**src/rtl/regfile_bank_if.sv**
```systemverilog
// Bus bundle for regfile_bank: write port, two read ports, bulk-clear handshake.
interface regfile_bank_if #(
  parameter int WIDTH = 32,
  parameter int DEPTH = 16
);
  localparam int AW = $clog2(DEPTH);

  logic             we;
  logic [AW-1:0]    waddr;
  logic [WIDTH-1:0] wdata;
  logic [AW-1:0]    raddr_a;
  logic [WIDTH-1:0] rdata_a;
  logic [AW-1:0]    raddr_b;
  logic [WIDTH-1:0] rdata_b;
  logic             clr;
  logic             busy;

  modport master (
    output we, waddr, wdata, raddr_a, raddr_b, clr,
    input  rdata_a, rdata_b, busy
  );

  modport slave (
    input  we, waddr, wdata, raddr_a, raddr_b, clr,
    output rdata_a, rdata_b, busy
  );
endinterface

```
**src/rtl/regfile_bank.sv**
```systemverilog
// Register bank: 1 write / 2 registered read ports, optional hardwired-zero entry 0,
// sequenced bulk clear. Define REGFILE_BYPASS_EN to forward same-cycle writes to reads.
module regfile_bank #(
  parameter int WIDTH   = 32,
  parameter int DEPTH   = 16,
  parameter int ZERO_R0 = 1
) (
  input  logic           clk,
  input  logic           rst,
  regfile_bank_if.slave  bus
);
  localparam int AW = $clog2(DEPTH);

  typedef enum logic {IDLE, SWEEP} state_t;

  state_t           state, state_d;
  logic [AW-1:0]    ptr, ptr_d;
  logic             busy_d;
  logic [WIDTH-1:0] mem [DEPTH];
  logic             wr_ok, fwd_a, fwd_b;

  // Non-power-of-two DEPTH leaves addresses that map to no entry.
  function automatic logic live(input logic [AW-1:0] a);
    return ({1'b0, a} < (AW+1)'(DEPTH)) && !((ZERO_R0 != 0) && (a == '0));
  endfunction

  function automatic logic [WIDTH-1:0] rd_word(input logic [AW-1:0] a);
    return live(a) ? mem[a] : '0;
  endfunction

  assign wr_ok = bus.we && !bus.busy && !bus.clr && live(bus.waddr);

`ifdef REGFILE_BYPASS_EN
  assign fwd_a = wr_ok && (bus.raddr_a == bus.waddr);
  assign fwd_b = wr_ok && (bus.raddr_b == bus.waddr);
`else
  assign fwd_a = 1'b0;
  assign fwd_b = 1'b0;
`endif

  always_comb begin
    state_d = state;
    ptr_d   = ptr;
    case (state)
      IDLE: if (bus.clr) begin
        state_d = SWEEP;
        ptr_d   = '0;
      end
      SWEEP: begin
        ptr_d = ptr + 1'b1;
        if (ptr == AW'(DEPTH-1)) begin
          state_d = IDLE;
          ptr_d   = '0;
        end
      end
      default: state_d = IDLE;
    endcase
    busy_d = (state_d == SWEEP);
  end

  always_ff @(posedge clk or posedge rst) begin
    if (rst) begin
      state    <= IDLE;
      ptr      <= '0;
      bus.busy <= 1'b0;
    end else begin
      state    <= state_d;
      ptr      <= ptr_d;
      bus.busy <= busy_d;
    end
  end

  // Sweep owns the array while busy; writes are only accepted when idle.
  always_ff @(posedge clk or posedge rst) begin
    if (rst) begin
      for (int i = 0; i < DEPTH; i++) mem[i] <= '0;
    end else if (state == SWEEP) begin
      mem[ptr] <= '0;
    end else if (wr_ok) begin
      mem[bus.waddr] <= bus.wdata;
    end
  end

  always_ff @(posedge clk or posedge rst) begin
    if (rst) begin
      bus.rdata_a <= '0;
      bus.rdata_b <= '0;
    end else begin
      bus.rdata_a <= fwd_a ? bus.wdata : rd_word(bus.raddr_a);
      bus.rdata_b <= fwd_b ? bus.wdata : rd_word(bus.raddr_b);
    end
  end
endmodule
```
**src/flat_wrapper.sv**
```systemverilog
// flat-port wrapper written by rule: the top's interface ports become plain ports
module regfile_bank_flat 
#(
  parameter int WIDTH   = 32,
  parameter int DEPTH   = 16,
  parameter int ZERO_R0 = 1
)
  (clk, rst, bus_we, bus_waddr, bus_wdata, bus_raddr_a, bus_raddr_b, bus_clr, bus_rdata_a, bus_rdata_b, bus_busy);
  regfile_bank_if #(.WIDTH(WIDTH), .DEPTH(DEPTH)) bus_i ();
  input  logic clk;
  input  logic rst;
  input wire logic [$bits(bus_i.we)-1:0] bus_we;
  input wire logic [$bits(bus_i.waddr)-1:0] bus_waddr;
  input wire logic [$bits(bus_i.wdata)-1:0] bus_wdata;
  input wire logic [$bits(bus_i.raddr_a)-1:0] bus_raddr_a;
  input wire logic [$bits(bus_i.raddr_b)-1:0] bus_raddr_b;
  input wire logic [$bits(bus_i.clr)-1:0] bus_clr;
  output wire logic [$bits(bus_i.rdata_a)-1:0] bus_rdata_a;
  output wire logic [$bits(bus_i.rdata_b)-1:0] bus_rdata_b;
  output wire logic [$bits(bus_i.busy)-1:0] bus_busy;
  assign bus_i.we = bus_we;
  assign bus_i.waddr = bus_waddr;
  assign bus_i.wdata = bus_wdata;
  assign bus_i.raddr_a = bus_raddr_a;
  assign bus_i.raddr_b = bus_raddr_b;
  assign bus_i.clr = bus_clr;
  assign bus_rdata_a = bus_i.rdata_a;
  assign bus_rdata_b = bus_i.rdata_b;
  assign bus_busy = bus_i.busy;
  regfile_bank #(.WIDTH(WIDTH), .DEPTH(DEPTH), .ZERO_R0(ZERO_R0)) u_core (.clk(clk), .rst(rst), .bus(bus_i));
endmodule
```
**config.mk**
```make
export PLATFORM = sky130hd
export DESIGN_NAME = regfile_bank_flat
export DESIGN_NICKNAME = d
export VERILOG_FILES = /design/src/rtl/regfile_bank_if.sv /design/src/rtl/regfile_bank.sv /design/src/flat_wrapper.sv
export SDC_FILE = /design/constraint.sdc
export NUM_CORES = 1
export LEC_CHECK = 0
export CAP_MARGIN = 10
export CORE_ASPECT_RATIO = 0.6
export CORE_MARGIN = 10
export CORE_UTILIZATION = 45
export DETAILED_ROUTE_END_ITERATION = 16
export PLACE_DENSITY = 0.58
export SYNTH_ARGS = -nofsm -noshare
export SYNTH_HDL_FRONTEND = slang
export SYNTH_SLANG_ARGS = --single-unit
```
**constraint.sdc**
```tcl
create_clock -name clk -period 23.6 [get_ports clk]
set_clock_uncertainty 0.2 [all_clocks]
set_input_delay 3.54 -clock clk [delete_from_list [all_inputs] [get_ports clk]]
set_output_delay 3.54 -clock clk [all_outputs]
set_load 0.03 [all_outputs]
```
==> impl_metrics.tcl <==
set metrics [dict create \
    yosys-top-cells-area "dfrtp_1 49%, mux4_2 15%, a22o_1 7.9%" \
    layout_setup_ws_ns 17.13 \
    r2r_slack_ns 19.96 \
    final_area_um2 31300 \
    fin_nets 2411 \
    cap_violations 0 \
    place_area_um2 29500 \
    cts_hold_buf 0 \
    dp.cells 3129 \
    critPathKind "input port to flip-flop" \
    ys_types 43 \
    grt_use_total_pct 25.7 \
    tightest_slew_ns 1.26 \
    synth_top_family_by_area "multiplexers" \
    cts_root_buffer "clkbuf_16" \
    drive_gt1_share_pct 17.9 \
    synth-simple-area-share_pct 9.35 \
    tns_ns 0 \
    die_h_um 214 \
    final_cells 3223 \
    synth_nets 2443 \
    synth_compound_area_share_pct 16.4 \
    vdd_drop_max_mv 0.0539 \
    yosysSeqAreaShare_pct 48.8 \
    cts_sinks 550 \
    post-cts-setup-buffers 0 \
    syn_area_per_cell_um2 11.8 \
    wl_um 95700 \
    areaGrowthSynthToFinish_pct 11.0 \
    finalCritPeriodShare_pct 27.4 \
    async_flop_share_pct 100 \
    synth_top_cells_by_count "550 x dfrtp_1, 460 x nand2_1, 256 x a22o_1" \
    yosysWarnings 0 \
    antenna_found_initial 1 \
    viasPerCell 6.61 \
    cp_max_fo 52 \
    outcome "complete, no violations" \
    hp-class "flip-flop to flip-flop" \
    syn_area_um2 28200 \
    port_buffers 112 \
    r2r-start "u_core.bus.busy$_DFF_PP0_" \
    critPathLaunch "bus_raddr_a[1]" \
    synth_most_common_cell "dfrtp_1" \
    relSlewSlack_pct 15.6 \
    ys_ff_latch 550 \
    via_count 21300 \
    io_pins 113 \
    p_leak_nw 13.7 \
    cp-start-kind "input port" \
    drc 0 \
    drt_iter0_drc 2759 \
    rsz0062_at_grt "no" \
    clkSlewWorstSetupHoldPaths_ns 0.06 \
    fin_util_pct 50.9 \
    syn_inst 2390 \
    worst_skew_pair.late_latency_ns 0.63 \
    htreeDepth 2 \
    maxSlewViolCount 0 \
    synth_top_area_share_pct 48.8 \
    start_util_pct 45.9 \
    place_ws_ns 16.52 \
    grt_pass1_vias 21500 \
    rr_endpoint "u_core.mem[390]$_DFFE_PP0P_" \
    die_w_um 343 \
    hold_viol 0 \
    synthFlopType "dfrtp_1" \
    n_antenna_cell 0 \
    synth_top_area_cell "dfrtp_1" \
    core_area_um2 61500 \
    gp_congestion 0.787 \
    route.antenna.remaining_nets 0 \
    hold_path_startpoint "u_core.mem[43]$_DFFE_PP0P_" \
    grt_max_degree 154 \
    min_period_ns 6.47 \
    synth_xor_area_share_pct 0 \
    dieArea_um2 73400 \
    cts-buffers-inserted 54 \
    grt_pass1_wl_um 144000 \
    power.density_nw_per_um2 84.6 \
    required_ns 23.88 \
    synth_edf_count 0 \
    arrival_ns 6.75 \
    dpl.hpwl_um 53800 \
    clockBufferDepth 3 \
    num_rows 70 \
    cts_resized 0 \
    synth-adder-area-share_pct 0.222 \
    grt_remaining_overflow 0 \
    r2r_cells 5 \
    hold_end "u_core.mem[43]$_DFFE_PP0P_" \
    setup_viol 0 \
    wl_per_cell_um 29.7 \
    crit_path_end_kind "flip-flop" \
    cts_tree "built" \
    timing.fmax_mhz 154 \
    synth.area.mux_share_pct 20.2 \
    hold_depth 1 \
    first_pass_iters 8 \
]
==> cell families after synthesis <==
| group | count (synthesis) |
|---|---|
| flops | 550 |
| fa+ha+maj | 5 |
| mux | 322 |
| compound gates | 660 |
| buf+inv | 259 |
| simple gates | 594 |
==> power breakdown <==
group | switching [mW] | internal [mW] | total, mW
logic | 0.348 | 0.232 | 0.580
clock network | 0.384 | 0.497 | 0.882
registers | 0.111 | 1.08 | 1.19
total | 0.844 | 1.81 | 2.65
==> critical path: stages <==
cell,delay [ns]
buf_6,0.41
buf_4,0.77
buf_4,0.96
mux2_2,0.43
a221o_1,0.32
a21oi_1,0.17
a21oi_1,0.06
==> layout by cell type, fill, tap and decap left out, types with 2 or more instances in the layout <==
master / Yosys / layout
o21ai_0: 192 / 192
o31ai_1: 3 / 3
nand3_1: 33 / 32
or3b_1: 2 / 2
nor3b_1: 3 / 3
clkbuf_16: 0 / 57
dfrtp_1: 550 / 550
clkdlybuf4s50_1: 0 / 104
bufinv_16: 0 / 2
nor2_1: 3 / 3
nor2b_1: 5 / 3
clkbuf_1: 112 / 14
mux4_2: 191 / 191
buf_6: 44 / 5
buf_4: 9 / 55
a22o_1: 256 / 256
o21bai_1: 2 / 2
nand2_1: 460 / 460
clkinv_2: 0 / 6
a21o_1: 2 / 2
and3b_1: 2 / 2
ha_1: 5 / 5
nor3_4: 6 / 12
nand2b_1: 63 / 63
and3_1: 4 / 4
mux2i_1: 66 / 66
a221o_1: 63 / 63
inv_1: 4 / 3
nor2b_4: 0 / 2
a21oi_1: 131 / 127
a21oi_4: 0 / 4
o21ai_2: 2 / 2
and4_2: 0 / 2
a31oi_4: 0 / 4
clkbuf_8: 0 / 12
mux2_2: 65 / 65
==> cell type report <==
class	count	area [µm²]
clock inverters	10	106
inverters	5	26.3
fillers	5317	30200
well taps	828	1040
multi-input cells	1581	13200
clock buffers	83	1640
repair buffers	166	1560
flip-flops and latches	550	13800
==> through the flow <==
stage / power (mW) / hold slack, ns
final: 2.65 / 0.316
after global routing: 2.76 / 0.331
after CTS: 2.65 / 0.319
after detailed placement: 1.77 / 0.296
after global placement: 1.75 / 0.295
after floorplan: 1.55 / 0.260
==> registers in the layout, summed over array words and instances (netlist names) <==
name / flops
u_core.mem: 481
u_core.bus.busy: 1
u_core.ptr: 4
u_core.bus.rdata_a: 32
u_core.bus.rdata_b: 32
==> per-layer routing <==
| layer | GRT usage [%] | share of wire [%] | vias up |
|---|---|---|---|
| met5 | 0 | 0 | - |
| li1 | - | - | 8793 |
| met3 | 7.53 | 12 | 164 |
| met1 | 39.2 | 44 | 11000 |
| met2 | 35.1 | 41 | 1301 |
| met4 | 6.65 | 2.4 | 0 |
==> how the worst max path moves through the flow <==
stage / end / slack (ns)
4_1_cts: u_core.bus.rdata_a[6]$_DFF_PP0_ / 17.19
3_5_place_dp: u_core.bus.rdata_b[16]$_DFF_PP0_ / 16.52
3_3_place_gp: u_core.bus.rdata_b[16]$_DFF_PP0_ / 16.57
5_1_grt: u_core.bus.rdata_a[4]$_DFF_PP0_ / 16.99
2_1_floorplan: u_core.bus.busy$_DFF_PP0_ / 4.48
6_report: u_core.bus.rdata_a[6]$_DFF_PP0_ / 17.13
No activity file was read; power rests on OpenSTA's default activity.
